==> src/rtl/mwc_pkg.sv <==
// Shared types and constants for the data-memory write checker.
// Holds the FSM state encoding, failure codes and the table index-width helper.
package mwc_pkg;

    typedef enum logic [1:0] {
        IDLE = 2'd0,
        RUN  = 2'd1,
        PASS = 2'd2,
        FAIL = 2'd3
    } state_t;

    localparam logic [1:0] FC_NONE    = 2'd0;
    localparam logic [1:0] FC_ADDR    = 2'd1;
    localparam logic [1:0] FC_DATA    = 2'd2;
    localparam logic [1:0] FC_TIMEOUT = 2'd3;

    // A one-entry table still needs a one-bit index.
    function automatic int idx_w(input int depth);
        return (depth > 1) ? $clog2(depth) : 1;
    endfunction

endpackage

==> src/rtl/mwc_table.sv <==
// Expected-store register file: one synchronous write port and every entry
// exposed in parallel so the unordered matcher can scan them all in one cycle.
module mwc_table
    import mwc_pkg::*;
#(
    parameter int AW    = 32,
    parameter int DW    = 32,
    parameter int DEPTH = 8
) (
    input  logic                           clk,
    input  logic                           we,
    input  logic [idx_w(DEPTH)-1:0]        widx,
    input  logic [AW-1:0]                  waddr,
    input  logic [DW-1:0]                  wdata,
    output logic [DEPTH-1:0][AW-1:0]       rd_addr,
    output logic [DEPTH-1:0][DW-1:0]       rd_data
);

    // Contents are deliberately not reset; they are meaningful only after loading.
    always_ff @(posedge clk) begin
        if (we) begin
            rd_addr[widx] <= waddr;
            rd_data[widx] <= wdata;
        end
    end

endmodule

==> config.mk <==
export PLATFORM = sky130hd
export DESIGN_NAME = mwc_table
export DESIGN_NICKNAME = d
export VERILOG_FILES = /design/src/rtl/mwc_pkg.sv /design/src/rtl/mwc_table.sv
export SDC_FILE = /design/constraint.sdc
export NUM_CORES = 1
export LEC_CHECK = 0
export BUFFER_PORTS_ARGS = -buffer_cell sky130_fd_sc_hd__buf_4
export CORE_AREA = 8 8 222 224
export CTS_BUF_LIST = sky130_fd_sc_hd__clkbuf_8 sky130_fd_sc_hd__clkbuf_16
export DETAILED_ROUTE_END_ITERATION = 16
export DIE_AREA = 0 0 230 232
export GPL_TIMING_DRIVEN = 0
export PLACE_DENSITY = 0.58
export SYNTH_ARGS = -nofsm -noshare
export SYNTH_HDL_FRONTEND = slang
export SYNTH_SLANG_ARGS = --single-unit
==> constraint.sdc <==
create_clock -name clk -period 11 [get_ports clk]
set_clock_uncertainty 0.1 [all_clocks]
set_input_delay 0 -clock clk [delete_from_list [all_inputs] [get_ports clk]]
set_output_delay 0 -clock clk [all_outputs]
set_load 0.03 [all_outputs]
Yosys cells after proc, flatten, opt, wreduce, memory -nomap -nowiden
Cells that the tools add are included.

Order comparisons: 2. Mux-type cells: 4. Reduce and logical (&&, ||, !) cells: 1.

Operator list (count): bitwise mux 256 bit (2); demux 32 bit (select 3 bit) (1); 2-to-1 mux 32 bit (1); less-than comparator 3 x 4 -> 1 bit, second input constant (1); >= comparator 3 x 1 -> 1 bit, second input constant (1); logical AND 1 bit (1).

Bits in registers: 512. Input bits: 69. Output and inout port bits: 512. Word-level logic and storage cells: 23.

Depth between registers and ports, before layout
Word-level depth: 5. Depth in mapped cells: 1. Mapped depth without buffers: 1.

Worst setup path before layout
Ideal clock, no wire load.

Path type: input port to flip-flop. Start point: input port widx[1]. End point: register rd_addr[0] (netlist bit), enable pin. Library setup time: 0.524 ns. Arrival: 3.611 ns. Data required time: 10.376 ns. Setup slack: 6.765 ns. Stages on the path: 1. Buffers on the path: 0. Path through: nor4b_2.

RTL lines: start, declared (line mwc_table.sv:12) `input logic [idx_w(DEPTH)-1:0] widx,`; end signal, assigned by index (line mwc_table.sv:22) `rd_addr[widx] <= waddr;`; end, declared (line mwc_table.sv:15) `output logic [DEPTH-1:0][AW-1:0] rd_addr,`.

==> out/metrics.csv <==
stage;metric;value;unit
global_route;use_met3;7.659;%
die;core;45860;um^2
finish;multi_input_area;125.1;um^2
timing;fin_crit_sh;19.72;%
power_and_ir_drop;pwr-share-comb;7.2;%
global_route;grt-ovfl-total;0;
finish;nNetsFinal;1300;
global_route;grtUsageTotal;15.71;%
status;status;finished, final reports clean;
clocking;cts_buffers;50;
timing;slew_viol_final;0;
finish;fin_cells;1878;
clocking;clk_pin_slew;60;ps
flow_run;max_cap_viol_count;0;
power_and_ir_drop;ir_drop;0.1487;mV
synthesis;synthArstFlopShare;0;%
timing;period_minus_slack;2169;ps
setup_path;critPathKind;input pin to register;
synthesis;syn_area;15470;um^2
drt;drt-total-wl;44470;um
timing;max_slew_margin;50.92;%
setup_path;worstPathMaxFanout;10;
finish;area_growth;50.50;%
synthesis;synthTopCellsByArea;edfxtp_1, and4bb_2, and4b_2, nor4b_2, and4_2;
global_route;grt_first_pass_wirelength;61740;um
global_route;grt_max_degree;38;
placement;pre_cts_slack;9186;ps
finish;drive_above_1_share;53.39;%
drt;wl_per_cell;23.68;um
drt;initialDrtViolationCount;493;
drt;ant_nets;0;
die;die_h;232;um
clocking;cts_sinks;512;
finish;register_area;15370;um^2
global_route;grt_pass1_vias;8500;
power_and_ir_drop;power.share.sequential;51.6;%
setup_path;arrival;2330;ps
clocking;post_cts_buffers;0;
global_route;antenna_found_initial;1;
die;die_x;230;um
finish;fill_cells;3687;
synthesis;yosys_warnings;0;
synthesis;synth_cell_types;5;
die;io_pins;581;
clocking;root_buffer;clkbuf_16;
power_and_ir_drop;power_frac_clock;41.3;%
die;initial_core_util;33.73;%
placement;hpwl;30720;um
setup_path;crit_path_end_kind;register;
clocking;htreeDepth;2;
synthesis;synth.most_common_cell;edfxtp_1;
timing;setup_ws;8831;ps
timing;max_freq;0.4610;GHz
synthesis;synth_top_cell_area_share;99.38;%
global_route;grt_use_met1;17.58;%
drt;vias;8112;
synthesis;synthCells;520;
drt;avgViaCountPerCell;4.319;
finish;fin_util;50.77;%
drt;drc;0;
setup_path;critPathLaunchType;input pin;
timing;finalHoldWorstSlack;29.38;ps
synthesis;synth_fp_nets;589;
timing;setup_viol_count_final;0;
placement;gp_routability_congestion;0.7498;
die;row_count;79;
timing;rsz0062_at_grt;false;
synthesis;ys_ff_latch;512;
synthesis;yosys-top-cells-count;edfxtp_1, and4b_2, and4bb_2;
setup_path;required;11160;ps
synthesis;yosysTopAreaCell;edfxtp_1;
clocking;cts_tree;done;
synthesis;synth_edf_count;512;
power_and_ir_drop;swShare;21.43;%
power_and_ir_drop;p_total;4.324;mW
power_and_ir_drop;p_leak;8.737;nW
worst_hold_path;min_path_type;input pin to register;
placement;portBuffers;580;
power_and_ir_drop;p_int;3.398;mW
timing;tns;0;ps
global_route;busiest_layer;met2;
clocking;clockBufferDepth;3;
power_and_ir_drop;power.switching;0.9267;mW
synthesis;synth.avg_cell_area;29.75;um^2
synthesis;ys.flop_type;edfxtp_1;
finish;stdcell_area;23280;um^2
synthesis;ys_seq_area_share;99.38;%
placement;placed_cells;1720;
die;dieArea;53360;um^2
placement;placed_area;20880;um^2
drt;drt_pass1_iterations;7;
timing;finalHoldViolations;0;
timing;tightest_slew;736.2;ps
global_route;grt_use_met2;26.57;%
power_and_ir_drop;p_per_area;185.7;nW/um^2
## layout by cell type, fill, tap and decap left out, types with 2 or more instances in the layout
master / netlist / final
and4b_4: 0 / 3
and4bb_4: 0 / 3
buf_16: 0 / 7
buf_4: 0 / 580
buf_6: 0 / 4
buf_8: 0 / 2
bufinv_16: 0 / 10
clkbuf_16: 0 / 51
clkinv_1: 0 / 7
clkinv_2: 0 / 7
clkinv_4: 0 / 2
clkinvlp_4: 0 / 5
dlygate4sd3_1: 0 / 66
edfxtp_1: 512 / 512
inv_1: 0 / 7
## cell type report
type	instances	area share, %
multi-input cells	8	0.5374
diodes	1	0.01075
clock buffers	51	5.481
flip-flops and latches	512	66.03
repair buffers	659	22.69
clock inverters	40	1.988
well taps	607	3.262
## path summary, 6_finish.rpt
path                    start           end  slack [ps]  depth (start not counted)
worst max-delay path  widx[0]   rd_addr[20]        8830                          6
worst min-delay path       we  rd_addr[231]          30                          2
## metal layers
layer	wire, um	vias up
met5	0	-
met2	22140	444
met4	873	0
li1	-	3565
met3	5328	53
met1	16130	4050
## registers in the layout, summed over array words and instances, names as in the netlist
signal   flops
rd_addr    256
rd_data    256
## repair_timing
item,CTS,global route
resized for setup,0,0
hold buffers,66,0
hold endpoints to repair,534,0
## power groups by stage
stage / combinational, mW / sequential [mW] / clock, mW
floorplan: 0.0139 / 2.39 / 0
finish: 0.310 / 2.23 / 1.79
global placement: 0.285 / 2.27 / 0
global route: 0.323 / 2.23 / 1.89
CTS: 0.314 / 2.23 / 1.82
detailed placement: 0.295 / 2.27 / 0
## critical path: stages
cell and delay (ps):
dlygate4sd3_1 550, buf_4 170, nor4b_4 190, dlygate4sd3_1 930, buf_6 280, buf_6 200
## logic make-up (layout without fill, tap and decap cells)
family	after synthesis	count (layout)	share of synthesized area, %
AND/OR/NAND/NOR	8	8	0.6227
other	0	1	0
flip-flops	512	512	99.38
buffers and inverters	0	750	0
(Power assumes the default switching activity.)
